`src/rtl/delay_pkg.sv`:
```
// Shared types and helpers for the delay probe controller and its neighbours.
package delay_pkg;

    // Default width of the time counter, timestamps and delays.
    localparam int unsigned CNT_W_DEF = 20;

    // Width used by wrap_sub; callers truncate the result to their own width.
    localparam int unsigned TS_W = 32;

    typedef enum logic [2:0] {
        StIdle,
        StSend,
        StWaitCatch,
        StGap,
        StFin
    } state_e;

    // Modular timestamp difference. The low N bits of the result are
    // (a - b) mod 2**N for any N <= TS_W, so a wrapped counter is handled.
    function automatic logic [TS_W-1:0] wrap_sub(input logic [TS_W-1:0] a,
                                                 input logic [TS_W-1:0] b);
        return a - b;
    endfunction

endpackage

```
`src/rtl/delay_probe_ctrl_if.sv`:
```
// Host / frame generator / time counter signals seen by the probe controller.
interface delay_probe_ctrl_if
    import delay_pkg::*;
#(
    parameter int unsigned CNT_W   = CNT_W_DEF,
    parameter int unsigned PROBE_W = 8
) ();

    logic               start;
    logic [PROBE_W-1:0] num_probes;
    logic [CNT_W-1:0]   time_now;
    logic               send_req;
    logic               frame_sent;
    logic               frame_caught;
    logic               busy;
    logic               meas_valid;
    logic [CNT_W-1:0]   meas_delay;
    logic               meas_lost;
    logic [PROBE_W-1:0] lost_cnt;
    logic [CNT_W-1:0]   min_delay;
    logic [CNT_W-1:0]   max_delay;
    logic               done;

    // Environment side: host regs, frame generator and time counter.
    modport master (
        output start, num_probes, time_now, frame_sent, frame_caught,
        input  send_req, busy, meas_valid, meas_delay, meas_lost,
        input  lost_cnt, min_delay, max_delay, done
    );

    // Controller side.
    modport slave (
        input  start, num_probes, time_now, frame_sent, frame_caught,
        output send_req, busy, meas_valid, meas_delay, meas_lost,
        output lost_cnt, min_delay, max_delay, done
    );

endinterface

```
`src/rtl/probe_stats.sv`:
```
// Per-run statistics: min/max over caught probes and a saturating lost count.
module probe_stats #(
    parameter int unsigned CNT_W   = 20,
    parameter int unsigned PROBE_W = 8
) (
    input  logic               tx_clk,
    input  logic               reset,
    input  logic               clear,
    input  logic               upd,
    input  logic               lost,
    input  logic [CNT_W-1:0]   delay,
    output logic [CNT_W-1:0]   min_delay,
    output logic [CNT_W-1:0]   max_delay,
    output logic [PROBE_W-1:0] lost_cnt
);

    logic [CNT_W-1:0]   min_q;
    logic [CNT_W-1:0]   max_q;
    logic [PROBE_W-1:0] lost_q;

    // Clear at run start; fold in each probe outcome as it is reported.
    always_ff @(posedge tx_clk or posedge reset) begin
        if (reset) begin
            min_q  <= '1;
            max_q  <= '0;
            lost_q <= '0;
        end else if (clear) begin
            min_q  <= '1;
            max_q  <= '0;
            lost_q <= '0;
        end else if (upd) begin
            if (lost) begin
                if (lost_q != '1) begin
                    lost_q <= lost_q + PROBE_W'(1);
                end
            end else begin
                if (delay < min_q) begin
                    min_q <= delay;
                end
                if (delay > max_q) begin
                    max_q <= delay;
                end
            end
        end
    end

    assign min_delay = min_q;
    assign max_delay = max_q;
    assign lost_cnt  = lost_q;

endmodule

```
`src/rtl/delay_probe_ctrl.sv`:
```
// Round-trip delay probe sequencer: request a frame, timestamp send and catch,
// report the delay or a loss on timeout, then wait a gap before the next probe.
module delay_probe_ctrl
    import delay_pkg::*;
#(
    parameter int unsigned CNT_W   = CNT_W_DEF,
    parameter int unsigned PROBE_W = 8,
    parameter int unsigned TIMEOUT = 500000,
    parameter int unsigned GAP_CYC = 1000
) (
    input logic               tx_clk,
    input logic               reset,
    delay_probe_ctrl_if.slave bus
);

    localparam int unsigned GAP_W = (GAP_CYC > 1) ? $clog2(GAP_CYC) : 1;
    localparam logic [CNT_W-1:0] TO_LAST  = CNT_W'(TIMEOUT - 1);
    localparam logic [GAP_W-1:0] GAP_LAST = GAP_W'(GAP_CYC - 1);

    state_e             state_q;
    logic               send_req_q;
    logic               busy_q;
    logic               meas_valid_q;
    logic [CNT_W-1:0]   meas_delay_q;
    logic               meas_lost_q;
    logic               done_q;
    logic [CNT_W-1:0]   t_sent_q;
    logic [CNT_W-1:0]   to_cnt_q;
    logic [GAP_W-1:0]   gap_cnt_q;
    logic [PROBE_W-1:0] remaining_q;

    logic             start_ok;
    logic             catch_hit;
    logic             timeout_hit;
    logic             probe_end;
    logic [CNT_W-1:0] cur_delay;

    // Decode this cycle's events; a catch on the timeout cycle beats the timeout.
    always_comb begin
        start_ok    = (state_q == StIdle) && bus.start;
        catch_hit   = (state_q == StWaitCatch) && bus.frame_caught;
        timeout_hit = (state_q == StWaitCatch) && !bus.frame_caught && (to_cnt_q == TO_LAST);
        probe_end   = catch_hit || timeout_hit;
        cur_delay   = CNT_W'(wrap_sub(TS_W'(bus.time_now), TS_W'(t_sent_q)));
    end

    // Probe sequencer with registered outputs.
    always_ff @(posedge tx_clk or posedge reset) begin
        if (reset) begin
            state_q      <= StIdle;
            send_req_q   <= 1'b0;
            busy_q       <= 1'b0;
            meas_valid_q <= 1'b0;
            meas_delay_q <= '0;
            meas_lost_q  <= 1'b0;
            done_q       <= 1'b0;
            t_sent_q     <= '0;
            to_cnt_q     <= '0;
            gap_cnt_q    <= '0;
            remaining_q  <= '0;
        end else begin
            meas_valid_q <= 1'b0;
            done_q       <= 1'b0;
            case (state_q)
                StIdle: begin
                    if (start_ok) begin
                        busy_q      <= 1'b1;
                        remaining_q <= bus.num_probes;
                        if (bus.num_probes != '0) begin
                            send_req_q <= 1'b1;
                            state_q    <= StSend;
                        end else begin
                            state_q <= StFin;
                        end
                    end
                end
                StSend: begin
                    if (bus.frame_sent) begin
                        send_req_q <= 1'b0;
                        t_sent_q   <= bus.time_now;
                        to_cnt_q   <= '0;
                        state_q    <= StWaitCatch;
                    end
                end
                StWaitCatch: begin
                    if (probe_end) begin
                        meas_valid_q <= 1'b1;
                        meas_lost_q  <= timeout_hit;
                        meas_delay_q <= catch_hit ? cur_delay : '0;
                        remaining_q  <= remaining_q - PROBE_W'(1);
                        gap_cnt_q    <= '0;
                        state_q      <= (remaining_q == PROBE_W'(1)) ? StFin : StGap;
                    end else begin
                        to_cnt_q <= to_cnt_q + CNT_W'(1);
                    end
                end
                StGap: begin
                    if (gap_cnt_q == GAP_LAST) begin
                        send_req_q <= 1'b1;
                        state_q    <= StSend;
                    end else begin
                        gap_cnt_q <= gap_cnt_q + GAP_W'(1);
                    end
                end
                StFin: begin
                    done_q  <= 1'b1;
                    busy_q  <= 1'b0;
                    state_q <= StIdle;
                end
                default: state_q <= StIdle;
            endcase
        end
    end

    probe_stats #(
        .CNT_W   (CNT_W),
        .PROBE_W (PROBE_W)
    ) u_stats (
        .tx_clk    (tx_clk),
        .reset     (reset),
        .clear     (start_ok),
        .upd       (probe_end),
        .lost      (timeout_hit),
        .delay     (cur_delay),
        .min_delay (bus.min_delay),
        .max_delay (bus.max_delay),
        .lost_cnt  (bus.lost_cnt)
    );

    assign bus.send_req   = send_req_q;
    assign bus.busy       = busy_q;
    assign bus.meas_valid = meas_valid_q;
    assign bus.meas_delay = meas_delay_q;
    assign bus.meas_lost  = meas_lost_q;
    assign bus.done       = done_q;

endmodule

```
`src/flat_wrapper.sv`:
```
// flat-port wrapper written by rule: the top's interface ports become plain ports
module delay_probe_ctrl_flat import delay_pkg::*;
#(
    parameter int unsigned CNT_W   = CNT_W_DEF,
    parameter int unsigned PROBE_W = 8,
    parameter int unsigned TIMEOUT = 500000,
    parameter int unsigned GAP_CYC = 1000
)
  (tx_clk, reset, bus_start, bus_num_probes, bus_time_now, bus_frame_sent, bus_frame_caught, bus_send_req, bus_busy, bus_meas_valid, bus_meas_delay, bus_meas_lost, bus_lost_cnt, bus_min_delay, bus_max_delay, bus_done);
  delay_probe_ctrl_if #(.CNT_W(CNT_W), .PROBE_W(PROBE_W)) bus_i ();
  input logic tx_clk;
  input logic reset;
  input wire logic [$bits(bus_i.start)-1:0] bus_start;
  input wire logic [$bits(bus_i.num_probes)-1:0] bus_num_probes;
  input wire logic [$bits(bus_i.time_now)-1:0] bus_time_now;
  input wire logic [$bits(bus_i.frame_sent)-1:0] bus_frame_sent;
  input wire logic [$bits(bus_i.frame_caught)-1:0] bus_frame_caught;
  output wire logic [$bits(bus_i.send_req)-1:0] bus_send_req;
  output wire logic [$bits(bus_i.busy)-1:0] bus_busy;
  output wire logic [$bits(bus_i.meas_valid)-1:0] bus_meas_valid;
  output wire logic [$bits(bus_i.meas_delay)-1:0] bus_meas_delay;
  output wire logic [$bits(bus_i.meas_lost)-1:0] bus_meas_lost;
  output wire logic [$bits(bus_i.lost_cnt)-1:0] bus_lost_cnt;
  output wire logic [$bits(bus_i.min_delay)-1:0] bus_min_delay;
  output wire logic [$bits(bus_i.max_delay)-1:0] bus_max_delay;
  output wire logic [$bits(bus_i.done)-1:0] bus_done;
  assign bus_i.start = bus_start;
  assign bus_i.num_probes = bus_num_probes;
  assign bus_i.time_now = bus_time_now;
  assign bus_i.frame_sent = bus_frame_sent;
  assign bus_i.frame_caught = bus_frame_caught;
  assign bus_send_req = bus_i.send_req;
  assign bus_busy = bus_i.busy;
  assign bus_meas_valid = bus_i.meas_valid;
  assign bus_meas_delay = bus_i.meas_delay;
  assign bus_meas_lost = bus_i.meas_lost;
  assign bus_lost_cnt = bus_i.lost_cnt;
  assign bus_min_delay = bus_i.min_delay;
  assign bus_max_delay = bus_i.max_delay;
  assign bus_done = bus_i.done;
  delay_probe_ctrl #(.CNT_W(CNT_W), .PROBE_W(PROBE_W), .TIMEOUT(TIMEOUT), .GAP_CYC(GAP_CYC)) u_core (.tx_clk(tx_clk), .reset(reset), .bus(bus_i));
endmodule
```
`config.mk`:
```
export PLATFORM = sky130hd
export DESIGN_NAME = delay_probe_ctrl_flat
export DESIGN_NICKNAME = d
export VERILOG_FILES = /design/src/rtl/delay_pkg.sv /design/src/rtl/delay_probe_ctrl_if.sv /design/src/rtl/probe_stats.sv /design/src/rtl/delay_probe_ctrl.sv /design/src/flat_wrapper.sv
export SDC_FILE = /design/constraint.sdc
export NUM_CORES = 1
export LEC_CHECK = 0
export ABC_AREA = 1
export BUFFER_PORTS_ARGS = -buffer_cell sky130_fd_sc_hd__buf_2
export CELL_PAD_IN_SITES_DETAIL_PLACEMENT = 1
export CELL_PAD_IN_SITES_GLOBAL_PLACEMENT = 2
export CORE_ASPECT_RATIO = 1.2
export CORE_MARGIN = 5
export CORE_UTILIZATION = 33
export CTS_CLUSTER_DIAMETER = 50
export DETAILED_ROUTE_END_ITERATION = 10
export PLACE_DENSITY = 0.85
export RECOVER_POWER = 25
export SLEW_MARGIN = 30
export SYNTH_ARGS = -nofsm -noshare
export SYNTH_HDL_FRONTEND = slang
export SYNTH_SLANG_ARGS = --single-unit
```
`constraint.sdc`:
```
create_clock -name tx_clk -period 4.85 [get_ports tx_clk]
set_input_delay 0.2425 -clock tx_clk [delete_from_list [all_inputs] [get_ports tx_clk]]
set_output_delay 0.2425 -clock tx_clk [all_outputs]
set_load 0.005 [all_outputs]
```
==> results by group, run 1 <==
Global routing
  • First-pass GRT wire length: 44030 um
  • Antenna violations before repair: 0
  • Total grt overflow: 0
  • Largest net degree at the start of global routing: 93
  • Tot GR Track Use: 18.09%
  • Vias in the first global route: 8592

Floorplanning
  • Core area: 26270 um^2
  • Die height: 188.7 um
  • Initial Util: 33.43%
  • Cell Rows: 65
  • Die area: 29990 um^2
  • Die W: 158.9 um
  • Ports: 106

Timing
  • Final hold violation count: 0
  • Least-Margin Pin Slew: 3.633 ns
  • Fin crit share: 83.19%
  • Clock skew: 0.009339 ns
  • Worst setup margin: 0.8151 ns
  • FMAX: 0.2478 GHz
  • Setup TNS: 0 ns
  • RSZ-0062 raised after global routing: no
  • Max-Slew Margin vs Limit: -142.5%
  • Max Slew Vio Count: 93
  • Period minus WS final: 4.035 ns
  • Final setup violation count: 0

Routing
  • Drc violations: 0
  • Via density: 4.839
  • Routed met1 length: 11260 um
  • 1st-iter DRT viols: 259
  • Met2 WL post-DR: 13960 um
  • Length of routed met3 wiring: 936 um
  • DRT Wirelength: 26740 um
  • WL/cell: 15.74 um
  • Top routing layer in use: met4
  • Routed Antenna Nets: 0
  • Drt pass-1 iters: 4
  • Via count: 8222

Place
  • Final RePlAce weighted congestion: 0.8779
  • # port buffers: 105
  • Post-DP HPWL: 20920 um
  • DP Worst Slack: 0.7133 ns

Worst hold path
  • Class of the tightest hold or removal check: in2reg

Clocking
  • Clock transition at the registers of the reported paths: 0.06 ns
  • CTS max path bufs: 2
  • Setup bufs post-CTS: 0
  • Number of gates resized after CTS: 0
  • CTS sink count: 134
  • CTS buffer count: 17
  • Clock Tree Root: clkbuf_16
  • Worst skew pair latency: 0.44 ns
  • TritonCTS clock tree: built
  • Htree depth: 4

Status
  • Failing checks: capacitance limit, slew limit
  • Status: finished with violations

Yosys
  • Post-synthesis cell count: 1248
  • FF+latch count, synth: 134
  • Sequential element share of the synthesized area: 38.47%
  • Unique masters post-synth: 37
  • Avg Inst Size Synth: 7.037 um^2
  • Cell Area, Synth: 8782 um^2
  • Synthesis Warnings: 0
  • FFs w/ async S/R, synth: 100.0%
  • Ys flop type: dfrtp_1
  • Number of synthesized flops with an enable pin: 0
  • Syn nets: 1345

Pwr
  • Lkg Pwr: 5.423 nW
  • Worst VDD drop: 0.2243 mV
  • PD cells: 638.1 nW/um^2

Final layout
  • # nets final: 1448
  • Area growth, synth to finish: 16.54%
  • Layout cells sized above 1: 13.05%
  • Most frequent cells in the layout: nand2_1 (360), inv_1 (191), nor2_1 (167), dfrtp_1 (114), buf_2 (105)
  • Commonest non-fill, non-tap cell in the layout: nand2_1
  • Antenna Cells: 0

Worst setup path
  • Crit path launch type: flip-flop
  • Max FO, Critical Path: 13
  • Crit path kind: reg2reg
  • Arr. time, crit path: 4.36 ns
  • Setup crit end kind: flip-flop
  • Crit path required time: 5.17 ns

Flow run
  • Max-cap violations: 1
## final cells by class
class	count	area (um^2)
fillers	3336	16030
multi-input cells	891	4508
flip-flops and latches	134	3378
inverters	197	739.5
repair buffers	110	565.5
clock buffers	20	446.7
well taps	335	419.2
clock inverters	12	177.7
## critical path, cell delays in order, from the launching register on
cell      delay [ns]
dfrtp_1         0.34
ha_1            0.14
inv_1           0.12
fa_1            0.49
nand3_1         0.12
nand3_1         0.13
nand2_1         0.09
nand2_1         0.11
nand2_1         0.15
nand3_1         0.09
nand2_1         0.25
inv_1           0.11
ha_1            0.29
nand2_1         0.05
nor2_1          0.13
nand2_1         0.09
nor2_1          0.16
a21oi_1         0.08
nand2_1         0.34
clkinv_1        0.40
nand2_1         0.16
nand2_1         0.06
## worst paths after layout
kind | from | endpoint | slack (ns) | depth (start not counted)
setup / recovery | u_core.t_sent_q[0] | u_core.u_stats.max_delay[19] | 0.82 | 21
hold / removal | bus_time_now[19] | u_core.t_sent_q[19] | 0.07 | 2
setup reg to reg | u_core.t_sent_q[0] | u_core.u_stats.max_delay[19] | 0.82 | 21
hold reg to reg | u_core.remaining_q[3] | u_core.remaining_q[3] | 0.48 | 2
max in group asynchronous | reset | u_core.to_cnt_q[18] | 1.09 | 4
min in group asynchronous | reset | u_core.bus.meas_delay[0] | 1.71 | 3
## cell usage after synthesis, types with 2 or more instances
library cell / n / area, um^2
xor2_1: 25 / 219.0
nand2_1: 360 / 1351
dfstp_2: 20 / 525.5
o21ai_0: 67 / 335.3
xnor2_1: 5 / 43.79
a21o_1: 3 / 22.52
nor2_1: 167 / 626.9
nor3_1: 11 / 55.05
inv_2: 4 / 15.01
or2_2: 4 / 25.02
nand3_1: 90 / 450.4
nand2_2: 3 / 18.77
inv_1: 191 / 716.9
clkbuf_1: 11 / 41.29
nand3_4: 2 / 35.03
clkinv_1: 2 / 7.510
dfrtp_1: 114 / 2853
ha_1: 63 / 788.3
o21bai_1: 3 / 22.52
a21oi_1: 47 / 235.2
buf_6: 6 / 67.56
buf_2: 8 / 40.04
nand4_1: 15 / 93.84
o21ai_1: 14 / 70.07
## through the flow
step                hold slack [ns]  utilization [%]  area, um^2  std cells  power, W
detailed placement           0.4646            36.57        9605       1666  0.005209
floorplan                    0.3930                -        8782       1248  0.004094
finish                      0.06658            38.96       10230       1699  0.006530
global placement             0.4584            36.57        9605       1666  0.005103
CTS                         0.03737            38.94       10230       1698  0.006648
global route                0.05534            38.96       10230       1699  0.007201
## timing repair
action / in CTS / in global routing
endpoints found under the hold margin: 0 / 59
endpoints found under the setup margin: 0 / 0
hold buffers: 0 / 1
## layer usage
metal  GRT usage, %  up-vias
met5              0        -
met2          33.63      113
li1               -     4110
met4          5.448        0
met1          20.94     3966
met3          3.478       33
## power breakdown
group          switching [W]  internal (W)
clock network       0.000531      0.000873
logic                0.00218       0.00113
registers           0.000278       0.00154
total                0.00299       0.00354
## sequential cells by signal, indices dropped and copies added (netlist names)
signal,count
u_core.t_sent_q,20
u_core.bus.meas_valid,1
u_core.state_q,3
u_core.bus.send_req,1
u_core.u_stats.lost_cnt,8
u_core.u_stats.min_delay,20
u_core.u_stats.max_delay,20
u_core.bus.meas_delay,20
u_core.gap_cnt_q,10
u_core.remaining_q,8
u_core.bus.meas_lost,1
u_core.bus.done,1
u_core.bus.busy,1
u_core.to_cnt_q,20
## cell families after synthesis
kind of cell	count (synthesis)	share of synthesized area, %
mux	1	0.1282
buf+inv	223	10.20
compound gates	139	8.221
xor+xnor	30	2.992
simple gates	657	30.79
flops	134	38.47
fa+ha+maj	64	9.204
No activity file was read; power rests on OpenSTA's default activity.
==> run 2: changes to the inputs <==
==> constraint.sdc (replaced) <==
create_clock -name tx_clk -period 4 [get_ports tx_clk]
set_input_delay 0.2 -clock tx_clk [delete_from_list [all_inputs] [get_ports tx_clk]]
set_output_delay 0.2 -clock tx_clk [all_outputs]
set_load 0.005 [all_outputs]
==> run 2 against run 1 <==
- register-to-register slack worse by 0.51 ns
- combinational power increased by 25%
- fmax is 9.1% higher
- first-iteration DRC count increased by 44%
- sequential share of layout area is 0.30 points lower
- clock skew grew 0.0046 ns
- via count up 0.60%
- count of clock-buffer cells in the layout increased by 1
- global-route usage is 0.41 points higher
- the run still ends with capacitance limit, slew limit left
- largest cell class unchanged
- non-clock buffer count is 9 higher
==> results by group, run 2 (synthesis gave the netlist of run 1 again) <==
Final layout
  • Layout cells sized above 1: 14.05% (+1.0 points)
  • Antenna Cells: 0 (unchanged)
  • Area of the multi-input gates: 4521 um^2 (+0.28%)
  • Area growth, synth to finish: 17.62%
  • Most frequent cells in the layout: nand2_1 (360), inv_1 (190), nor2_1 (167), dfrtp_1 (114), buf_2 (104)
  • Commonest non-fill, non-tap cell in the layout: nand2_1
  • Seq. cell area: 3378 um^2 (unchanged)
  • # nets final: 1458 (+0.69%)
  • Fin cells: 1709 (+0.59%)
  • Filler Cells Inserted: 3372 (+1.1%)

Worst hold path
  • Hold path start: bus_time_now[8]
  • Class of the tightest hold or removal check: in2reg

Floorplanning
  • Cell Rows: 65 (unchanged)
  • Die height: 188.7 um (unchanged)
  • Core area: 26270 um^2 (unchanged)
  • Ports: 106 (unchanged)
  • Initial Util: 33.43% (unchanged)
  • Die area: 29990 um^2 (unchanged)
  • Die W: 158.9 um (unchanged)

Timing
  • Final setup violation count: 0 (unchanged)
  • RSZ-0062 raised after global routing: no
  • Setup TNS: 0 ns (unchanged)
  • Period minus WS final: 3.700 ns (-0.3354 ns)
  • Worst setup margin: 0.3005 ns (-0.5146 ns)
  • FMAX: 0.2703 GHz (+9.1%)
  • Least-Margin Pin Slew: 2.134 ns (-1.498 ns)
  • Fin crit share: 92.49% (+9.3 points)
  • Max-Slew Margin vs Limit: -42.30% (+100 points)
  • Clock skew: 0.01395 ns (+0.004610 ns)
  • Max Slew Vio Count: 95 (+2.2%)
  • Final hold violation count: 0 (unchanged)

Flow run
  • Max-cap violations: 1 (unchanged)

Status
  • Status: finished with violations
  • Failing checks: capacitance limit, slew limit

Routing
  • DRT Wirelength: 27000 um (+0.96%)
  • Via count: 8271 (+0.60%)
  • 1st-iter DRT viols: 374 (+44%)
  • Via density: 4.840 (about the same)
  • Drc violations: 0 (unchanged)
  • WL/cell: 15.80 um (+0.37%)
  • Routed Antenna Nets: 0 (unchanged)
  • Drt pass-1 iters: 5 (+1)

Clocking
  • Setup bufs post-CTS: 0 (unchanged)
  • Htree depth: 4 (unchanged)
  • CTS sink count: 134 (unchanged)
  • CTS max path bufs: 2 (unchanged)
  • Clock Tree Root: clkbuf_16
  • TritonCTS clock tree: built
  • Clock transition at the registers of the reported paths: 0.06 ns (about the same)
  • CTS buffer count: 17 (unchanged)
  • Worst skew pair latency: 0.42 ns (-0.02 ns)

Worst setup path
  • Crit path kind: reg2reg
  • Cells along the critical path: ha_1 > inv_1 > fa_2 > nand3_1 > nand3_1 > nand2_1 > nand2_1 > nand2_1 > nand2_1 > nand2_1 > nand2_1 > inv_1 > ha_1 > nand2_1 > nor2_1 > nand2_1 > nor2_1 > a21oi_1 > nand2_1 > buf_4 > clkinvlp_4 > nand3_1 > nand2_1
  • Crit path required time: 4.30 ns (-0.87 ns)
  • Arr. time, crit path: 4.00 ns (-0.36 ns)
  • Critical path startpoint: u_core.t_sent_q[0]
  • Reg-to-Reg Start: u_core.t_sent_q[0]
  • Max incr delay on CP: 0.38 ns (-0.11 ns)
  • Max FO, Critical Path: 13 (unchanged)
  • Worst path slowest cell: dfrtp_1
  • Setup crit end kind: flip-flop
  • Crit path launch type: flip-flop
  • CP most frequent cell: nand2_1

Place
  • Final RePlAce weighted congestion: 0.8669 (-1.3%)
  • # port buffers: 105 (unchanged)
  • Cells after DPL: 1675 (+0.54%)
  • Post-DP HPWL: 21140 um (+1.1%)
  • DP Worst Slack: 0.06864 ns (-0.6447 ns)

Pwr
  • Clock share of power: 20.8% (-0.7 points)
  • Lkg Pwr: 5.465 nW (+0.79%)
  • Worst VDD drop: 0.2451 mV (+9.3%)
  • Sw frac: 45.62% (-0.17 points)
  • Flop pwr share: 27.5% (-0.3 points)
  • Internal power: 0.004356 W (+23%)
  • PD cells: 775.5 nW/um^2 (+22%)
  • Net Switching: 0.003655 W (+22%)
  • Gate power share: 51.6% (+0.9 points)

Global routing
  • Tot GR Track Use: 18.50% (+0.41 points)
  • Total grt overflow: 0 (unchanged)
  • Antenna violations before repair: 0 (unchanged)
  • Vias in the first global route: 8800 (+2.4%)
  • Largest net degree at the start of global routing: 95 (+2.2%)
  • First-pass GRT wire length: 45460 um (+3.2%)
run 2: cell types whose count changed in the layout (fill, tap and decap cells not counted), moves of 2 or more:
cell,delta
clkinv_4,-2
clkbuf_8,+3
inv_6,+2
clkinvlp_4,+2
buf_4,+9
run 2: final timing paths:
kind                            cells after the start  slack (ns)                           end
worst min register to register                      2        0.47      u_core.bus.meas_delay[9]
worst min-delay path                                3        0.05            u_core.t_sent_q[8]
worst max register to register                     23        0.30  u_core.u_stats.max_delay[17]
max in group asynchronous                           4        1.77  u_core.u_stats.min_delay[17]
min in group asynchronous                           3        0.95      u_core.bus.meas_delay[2]
worst max-delay path                               23        0.30  u_core.u_stats.max_delay[17]
run 2: worst max-delay path: cells and delay by family (launching register included):
family | cells | cell delay (ns)
fa+ha+maj | 3 | 0.80
simple gates | 15 | 1.61
buf+inv | 4 | 0.69
compound gates | 1 | 0.08
flops | 1 | 0.38
run 2: final cells by class:
type | count | share of cell area [%]
inverters | 197 | 7.231
clock buffers | 21 | 4.651
flip-flops and latches | 134 | 32.70
multi-input cells | 891 | 43.76
well taps | 335 | 4.058
repair inverters | 1 | 0.07267
clock inverters | 11 | 1.405
repair buffers | 119 | 6.117
run 2: stage by stage:
step                hold WS [ns]  power (W)  instance area, um^2  utilization [%]
detailed placement        0.4619   0.006414                 9673            36.82
global route             0.03997   0.008857                10330            39.32
floorplan                 0.3505   0.004963                 8782                -
global placement          0.4562   0.006284                 9673            36.82
finish                   0.04928   0.008011                10330            39.32
CTS                      0.02191   0.008149                10300            39.20
run 2: power groups by stage:
stage / clock, W / sequential (W) / combinational (W)
floorplan: 0 / 0.00214 / 0.00283
global placement: 0 / 0.00222 / 0.00406
detailed placement: 0 / 0.00223 / 0.00418
CTS: 0.00171 / 0.00221 / 0.00422
global route: 0.00179 / 0.00227 / 0.00480
finish: 0.00167 / 0.00221 / 0.00414
run 2: routing by layer:
layer / wire length [um] / up-vias / global-route usage (%)
met5: 0 / - / 0
met4: 398 / 0 / 4.529
met3: 747 / 25 / 3.063
met1: 11650 / 3989 / 22.05
met2: 14200 / 115 / 34.52
li1: - / 4142 / -
run 2: timing repair:
item	CTS	global route
gates resized for setup	0	5
hold buffers	0	1
hold endpoints to repair	0	77
setup endpoints to repair	0	28
